File: src/rtl/multicycle_control_fsm_if.sv
// Control bundle between the instruction-register fields and the multicycle control FSM.
// The FSM uses the slave modport; whatever supplies the instruction fields uses master.
interface multicycle_control_fsm_if;
    logic [1:0] Op;
    logic [5:0] Funct;
    logic [3:0] Rd;
    logic       NextPC;
    logic       Branch;
    logic       PCS;
    logic       RegW;
    logic       MemW;
    logic       IRWrite;
    logic       AdrSrc;
    logic [1:0] ResultSrc;
    logic       ALUSrcA;
    logic [1:0] ALUSrcB;
    logic [1:0] ImmSrc;
    logic [1:0] RegSrc;
    logic [1:0] ALUControl;
    logic [1:0] FlagW;
    logic       dontWrite;
    logic       Trap;

    modport master (
        output Op, Funct, Rd,
        input  NextPC, Branch, PCS, RegW, MemW, IRWrite, AdrSrc, ResultSrc,
               ALUSrcA, ALUSrcB, ImmSrc, RegSrc, ALUControl, FlagW, dontWrite, Trap
    );

    modport slave (
        input  Op, Funct, Rd,
        output NextPC, Branch, PCS, RegW, MemW, IRWrite, AdrSrc, ResultSrc,
               ALUSrcA, ALUSrcB, ImmSrc, RegSrc, ALUControl, FlagW, dontWrite, Trap
    );
endinterface

File: src/rtl/multicycle_control_fsm.sv
// Moore control FSM for the multicycle ARM-subset core: state sequencing, mux selects, ALU decode.
// Optional macro CTRL_TRAP_EN: Op=11 halts in TRAP (Trap=1) instead of acting as a 2-cycle NOP.
module multicycle_control_fsm (
    input  logic                          clk,
    input  logic                          reset_n,
    multicycle_control_fsm_if.slave       bus
);

    typedef enum logic [3:0] {
        S_FETCH  = 4'd0,
        S_DECODE = 4'd1,
        S_MEMADR = 4'd2,
        S_MEMRD  = 4'd3,
        S_MEMWB  = 4'd4,
        S_MEMWR  = 4'd5,
        S_EXECR  = 4'd6,
        S_EXECI  = 4'd7,
        S_ALUWB  = 4'd8,
        S_BRANCH = 4'd9
`ifdef CTRL_TRAP_EN
        , S_TRAP = 4'd10
`endif
    } state_t;

    state_t     r_state;
    state_t     w_next;

    logic       w_next_pc, w_branch, w_reg_w, w_mem_w, w_ir_write, w_adr_src;
    logic       w_alu_src_a, w_alu_op, w_dont_write, w_trap;
    logic [1:0] w_result_src, w_alu_src_b, w_imm_src, w_reg_src, w_alu_ctrl, w_flag_w;

    // State register; reset drops straight into FETCH, abandoning any in-flight instruction.
    always_ff @(posedge clk or negedge reset_n) begin
        if (!reset_n) begin
            r_state <= S_FETCH;
        end else begin
            r_state <= w_next;
        end
    end

    // Next-state sequencing.
    always_comb begin
        w_next = S_FETCH;
        case (r_state)
            S_FETCH:  w_next = S_DECODE;
            S_DECODE: begin
                case (bus.Op)
                    2'b00:   w_next = bus.Funct[5] ? S_EXECI : S_EXECR;
                    2'b01:   w_next = S_MEMADR;
                    2'b10:   w_next = S_BRANCH;
`ifdef CTRL_TRAP_EN
                    2'b11:   w_next = S_TRAP;
`else
                    2'b11:   w_next = S_FETCH;
`endif
                    default: w_next = S_FETCH;
                endcase
            end
            S_MEMADR: w_next = bus.Funct[0] ? S_MEMRD : S_MEMWR;
            S_MEMRD:  w_next = S_MEMWB;
            S_MEMWB:  w_next = S_FETCH;
            S_MEMWR:  w_next = S_FETCH;
            S_EXECR:  w_next = S_ALUWB;
            S_EXECI:  w_next = S_ALUWB;
            S_ALUWB:  w_next = S_FETCH;
            S_BRANCH: w_next = S_FETCH;
`ifdef CTRL_TRAP_EN
            S_TRAP:   w_next = S_TRAP;
`endif
            default:  w_next = S_FETCH;
        endcase
    end

    // Per-state datapath controls.
    always_comb begin
        w_next_pc    = 1'b0;
        w_branch     = 1'b0;
        w_reg_w      = 1'b0;
        w_mem_w      = 1'b0;
        w_ir_write   = 1'b0;
        w_adr_src    = 1'b0;
        w_alu_src_a  = 1'b0;
        w_alu_op     = 1'b0;
        w_trap       = 1'b0;
        w_result_src = 2'b00;
        w_alu_src_b  = 2'b00;
        w_imm_src    = bus.Op;
        w_reg_src    = {(bus.Op == 2'b01), (bus.Op == 2'b10)};
        case (r_state)
            S_FETCH: begin
                w_ir_write   = 1'b1;
                w_next_pc    = 1'b1;
                w_alu_src_a  = 1'b1;
                w_alu_src_b  = 2'b10;
                w_result_src = 2'b10;
            end
            S_DECODE: begin
                w_alu_src_a  = 1'b1;
                w_alu_src_b  = 2'b10;
                w_result_src = 2'b10;
            end
            S_MEMADR: w_alu_src_b = 2'b01;
            S_MEMRD:  w_adr_src = 1'b1;
            S_MEMWB: begin
                w_result_src = 2'b01;
                w_reg_w      = 1'b1;
            end
            S_MEMWR: begin
                w_adr_src = 1'b1;
                w_mem_w   = 1'b1;
            end
            S_EXECR:  w_alu_op = 1'b1;
            S_EXECI: begin
                w_alu_src_b = 2'b01;
                w_alu_op    = 1'b1;
            end
            // ALU decode stays live through writeback so dontWrite lines up with RegW.
            S_ALUWB: begin
                w_reg_w  = 1'b1;
                w_alu_op = 1'b1;
            end
            S_BRANCH: begin
                w_alu_src_b  = 2'b01;
                w_result_src = 2'b10;
                w_branch     = 1'b1;
            end
`ifdef CTRL_TRAP_EN
            S_TRAP: begin
                w_trap    = 1'b1;
                w_imm_src = 2'b00;
                w_reg_src = 2'b00;
            end
`endif
            default: begin
                w_alu_op = 1'b0;
            end
        endcase
    end

    // ALU control and flag-write decode from the data-processing cmd field.
    always_comb begin
        w_alu_ctrl   = 2'b00;
        w_flag_w     = 2'b00;
        w_dont_write = 1'b0;
        if (w_alu_op) begin
            case (bus.Funct[4:1])
                4'b0100: begin
                    w_alu_ctrl = 2'b00;
                    w_flag_w   = {bus.Funct[0], bus.Funct[0]};
                end
                4'b0010: begin
                    w_alu_ctrl = 2'b01;
                    w_flag_w   = {bus.Funct[0], bus.Funct[0]};
                end
                4'b0000: begin
                    w_alu_ctrl = 2'b10;
                    w_flag_w   = {bus.Funct[0], 1'b0};
                end
                4'b1100: begin
                    w_alu_ctrl = 2'b11;
                    w_flag_w   = {bus.Funct[0], 1'b0};
                end
                4'b1010: begin
                    w_alu_ctrl   = 2'b01;
                    w_flag_w     = {bus.Funct[0], bus.Funct[0]};
                    w_dont_write = 1'b1;
                end
                default: begin
                    w_alu_ctrl = 2'b00;
                    w_flag_w   = 2'b00;
                end
            endcase
        end else begin
            w_alu_ctrl   = 2'b00;
            w_flag_w     = 2'b00;
            w_dont_write = 1'b0;
        end
    end

    assign bus.NextPC     = w_next_pc;
    assign bus.Branch     = w_branch;
    assign bus.PCS        = ((bus.Rd == 4'd15) & w_reg_w) | w_branch;
    assign bus.RegW       = w_reg_w;
    assign bus.MemW       = w_mem_w;
    assign bus.IRWrite    = w_ir_write;
    assign bus.AdrSrc     = w_adr_src;
    assign bus.ResultSrc  = w_result_src;
    assign bus.ALUSrcA    = w_alu_src_a;
    assign bus.ALUSrcB    = w_alu_src_b;
    assign bus.ImmSrc     = w_imm_src;
    assign bus.RegSrc     = w_reg_src;
    assign bus.ALUControl = w_alu_ctrl;
    assign bus.FlagW      = w_flag_w;
    assign bus.dontWrite  = w_dont_write;
    assign bus.Trap       = w_trap;

endmodule

File: src/flat_wrapper.sv
// flat-port wrapper written by rule: the top's interface ports become plain ports
module multicycle_control_fsm_flat 
  (clk, reset_n, bus_Op, bus_Funct, bus_Rd, bus_NextPC, bus_Branch, bus_PCS, bus_RegW, bus_MemW, bus_IRWrite, bus_AdrSrc, bus_ResultSrc, bus_ALUSrcA, bus_ALUSrcB, bus_ImmSrc, bus_RegSrc, bus_ALUControl, bus_FlagW, bus_dontWrite, bus_Trap);
  multicycle_control_fsm_if bus_i ();
  input  logic clk;
  input  logic reset_n;
  input wire logic [$bits(bus_i.Op)-1:0] bus_Op;
  input wire logic [$bits(bus_i.Funct)-1:0] bus_Funct;
  input wire logic [$bits(bus_i.Rd)-1:0] bus_Rd;
  output wire logic [$bits(bus_i.NextPC)-1:0] bus_NextPC;
  output wire logic [$bits(bus_i.Branch)-1:0] bus_Branch;
  output wire logic [$bits(bus_i.PCS)-1:0] bus_PCS;
  output wire logic [$bits(bus_i.RegW)-1:0] bus_RegW;
  output wire logic [$bits(bus_i.MemW)-1:0] bus_MemW;
  output wire logic [$bits(bus_i.IRWrite)-1:0] bus_IRWrite;
  output wire logic [$bits(bus_i.AdrSrc)-1:0] bus_AdrSrc;
  output wire logic [$bits(bus_i.ResultSrc)-1:0] bus_ResultSrc;
  output wire logic [$bits(bus_i.ALUSrcA)-1:0] bus_ALUSrcA;
  output wire logic [$bits(bus_i.ALUSrcB)-1:0] bus_ALUSrcB;
  output wire logic [$bits(bus_i.ImmSrc)-1:0] bus_ImmSrc;
  output wire logic [$bits(bus_i.RegSrc)-1:0] bus_RegSrc;
  output wire logic [$bits(bus_i.ALUControl)-1:0] bus_ALUControl;
  output wire logic [$bits(bus_i.FlagW)-1:0] bus_FlagW;
  output wire logic [$bits(bus_i.dontWrite)-1:0] bus_dontWrite;
  output wire logic [$bits(bus_i.Trap)-1:0] bus_Trap;
  assign bus_i.Op = bus_Op;
  assign bus_i.Funct = bus_Funct;
  assign bus_i.Rd = bus_Rd;
  assign bus_NextPC = bus_i.NextPC;
  assign bus_Branch = bus_i.Branch;
  assign bus_PCS = bus_i.PCS;
  assign bus_RegW = bus_i.RegW;
  assign bus_MemW = bus_i.MemW;
  assign bus_IRWrite = bus_i.IRWrite;
  assign bus_AdrSrc = bus_i.AdrSrc;
  assign bus_ResultSrc = bus_i.ResultSrc;
  assign bus_ALUSrcA = bus_i.ALUSrcA;
  assign bus_ALUSrcB = bus_i.ALUSrcB;
  assign bus_ImmSrc = bus_i.ImmSrc;
  assign bus_RegSrc = bus_i.RegSrc;
  assign bus_ALUControl = bus_i.ALUControl;
  assign bus_FlagW = bus_i.FlagW;
  assign bus_dontWrite = bus_i.dontWrite;
  assign bus_Trap = bus_i.Trap;
  multicycle_control_fsm u_core (.clk(clk), .reset_n(reset_n), .bus(bus_i));
endmodule
File: config.mk
export PLATFORM = sky130hd
export DESIGN_NAME = multicycle_control_fsm_flat
export DESIGN_NICKNAME = d
export VERILOG_FILES = /design/src/rtl/multicycle_control_fsm_if.sv /design/src/rtl/multicycle_control_fsm.sv /design/src/flat_wrapper.sv
export SDC_FILE = /design/constraint.sdc
export NUM_CORES = 1
export LEC_CHECK = 0
export ABC_AREA = 0
export BUFFER_PORTS_ARGS = -buffer_cell sky130_fd_sc_hd__buf_2
export CAP_MARGIN = 25
export CORE_AREA = 2 2 39 41
export DETAILED_ROUTE_END_ITERATION = 8
export DIE_AREA = 0 0 41 43
export PLACE_DENSITY = 0.78
export SLEW_MARGIN = 20
export SYNTH_ARGS = -nofsm -noshare
export SYNTH_HDL_FRONTEND = slang
export SYNTH_SLANG_ARGS = --single-unit
export TNS_END_PERCENT = 20
File: constraint.sdc
create_clock -name clk -period 4.2 [get_ports clk]
set_input_delay 0.84 -clock clk [delete_from_list [all_inputs] [get_ports clk]]
set_output_delay 0.84 -clock clk [all_outputs]
set_load 0.05 [all_outputs]
==> impl_metrics.ini <==
[clocking]
clock_sinks = 4
cts_inserted_buffers = 3
hold_buffers = 0
cts_setup_buffers = 0
max-clock-path-buffers = 2
root_buffer = clkbuf_4
tritoncts = built
htreeDepth = 1
clkSlewWorstSetupHoldPaths_ns = 0.04
post_cts_resized = 0
clock_latency_ns = 0.23

[timing]
period_needed_ns = 2.82
timing.final.crit_share_pct = 67.2
hold_viol = 0
slew_viol_final = 0
setup_tns_ns = 0
finalSetupViolations = 0
rsz0062_at_grt = false
finClkSkew_ns = 0.00438
fmax_mhz = 354

[placed_design]
portBuffers = 34
gp_congestion = 0.749
dp_hpwl_um = 860

[finish]
mostFrequentLayoutCell = buf_2
multi_input_area_um2 = 318
largest_reg_flops = 4
layout.nets = 106
area.sequential_um2 = 100
diodes = 0
largest-register = u_core.r_state
top_regs = u_core.r_state (4)
syn_to_final_growth_pct = 32.1
nFillCells = 150
mostFrequentLayoutCells = buf_2 (34), nand2b_1 (6), nor3_1 (4), dfrtp_1 (4)
drive_above_1_share_pct = 45.6

[floorplan]
io-pin-count = 36
core_um2 = 1380
die_height_um = 43
dieArea_um2 = 1760
num_rows = 14
initial_core_util_pct = 34.9
fp.dieW_um = 41

[global_route]
antenna_found_initial = 0
gr-total-overflow = 0
grt_max_degree = 14
grt_usage_pct = 12.1
grt_first_pass_wirelength_mm = 1.53
grt_pass1_vias = 407

[synth]
synth_seq_cells = 4
yosysSeqAreaShare_pct = 20.7
yosysUniqueCellTypes = 31
synth_area_um2 = 483
ys.flop_type = dfrtp_1
yosysWarnings = 0
async_flop_share_pct = 100
synth_edf_count = 0
syn-num-nets = 76
synth.avg_cell_area_um2 = 7.79
synthCells = 62

[worst_setup_path]
crit_fanout = 13
timing.rr.end = u_core.r_state[1]
cp_data_required_time_ns = 3.36
crit_path_end_kind = primary output
ff2ff_path_depth = 3
startpoint_type = flip-flop
arrival_ns = 1.98
r2r_setup_slack_ns = 3.02
r2r-start = u_core.r_state[1]
crit_type = flip-flop to primary output

[drt]
met3WireLength_um = 143
ant_nets = 0
dr.pass1.iters = 4
wire_per_inst_um = 10.4
vias = 544
drc = 0
drt_iter0_markers = 14
vias_per_cell = 5.13
wl_mm = 1.10
top_layer_used = met3
wl_met2_um = 511
wl_met1_um = 444

[worst_hold_path]
hold_class = input pin to async pin

[status]
status = finished clean

[run]
cap_viol_max_count = 0
## per-stage QoR
stage	setup WS, ns	area [um2]	util (%)	std cells	hold slack [ns]
global placement	1.67	616	44.5	103	0.637
floorplan	0.768	483	-	62	0.544
finish	1.38	638	46.1	106	0.406
detailed placement	1.62	616	44.5	103	0.649
global route	1.32	638	46.1	106	0.399
CTS	1.37	638	46.1	106	0.405
## worst max-delay path by stage
stage | start | to | slack, ns | depth (start not counted)
after detailed placement | u_core.r_state[1] | bus_ALUControl[1] | 1.62 | 4
after CTS | u_core.r_state[1] | bus_ALUControl[1] | 1.37 | 4
after floorplan | u_core.r_state[1] | bus_NextPC | 0.77 | 3
after global routing | u_core.r_state[1] | bus_dontWrite | 1.32 | 4
final | u_core.r_state[1] | bus_ALUControl[1] | 1.38 | 4
after global placement | u_core.r_state[1] | bus_dontWrite | 1.67 | 4
## layout make-up
cell class	count	area share, %
Multi-Input combinational cell	47	49.8
Timing Repair Buffer	34	26.7
Sequential cell	4	15.7
Clock buffer	3	3.53
Tap cell	16	3.14
Inverter	2	1.18
## synth_stat cells, types with 2 or more instances
master	instances	share of area, %
dfrtp_1	4	21
and3_1	2	2.6
buf_2	4	4.1
nor3b_1	3	4.7
nor2b_1	2	2.6
nand2b_1	6	7.8
nor2_1	3	2.3
nand3b_1	2	3.1
a21oi_1	3	3.1
inv_1	2	1.6
o21ai_0	2	2.1
xor2_1	2	3.6
nor3_1	4	4.1
buf_4	5	7.8
a211oi_1	2	3.1
## cells by family (layout without fill, tap and decap cells)
kind of cell / count (synthesis) / in the layout / share of synthesized area (%)
AO/OA/AOI/OAI: 13 / 13 / 18.7
XOR/XNOR: 3 / 3 / 5.44
buffers and inverters: 11 / 39 / 13.5
flip-flops: 4 / 4 / 20.7
other: 1 / 1 / 0.776
AND/OR/NAND/NOR: 30 / 30 / 40.9
## routing by layer
metal / track usage, % / vias up
met5: 0 / -
met1: 14.3 / 244
met4: 2.00 / 0
met2: 20.0 / 29
li1: - / 271
met3: 4.71 / 0
## critical path, cell delays in order, from the launching register on
cell and delay, ns:
dfrtp_1 0.50, or4b_1 0.58, a21oi_2 0.21, nor3b_2 0.19, buf_2 0.28
Power is not shown: default switching activity piles up to over one toggle a cycle in this logic, so the estimate is an artifact.
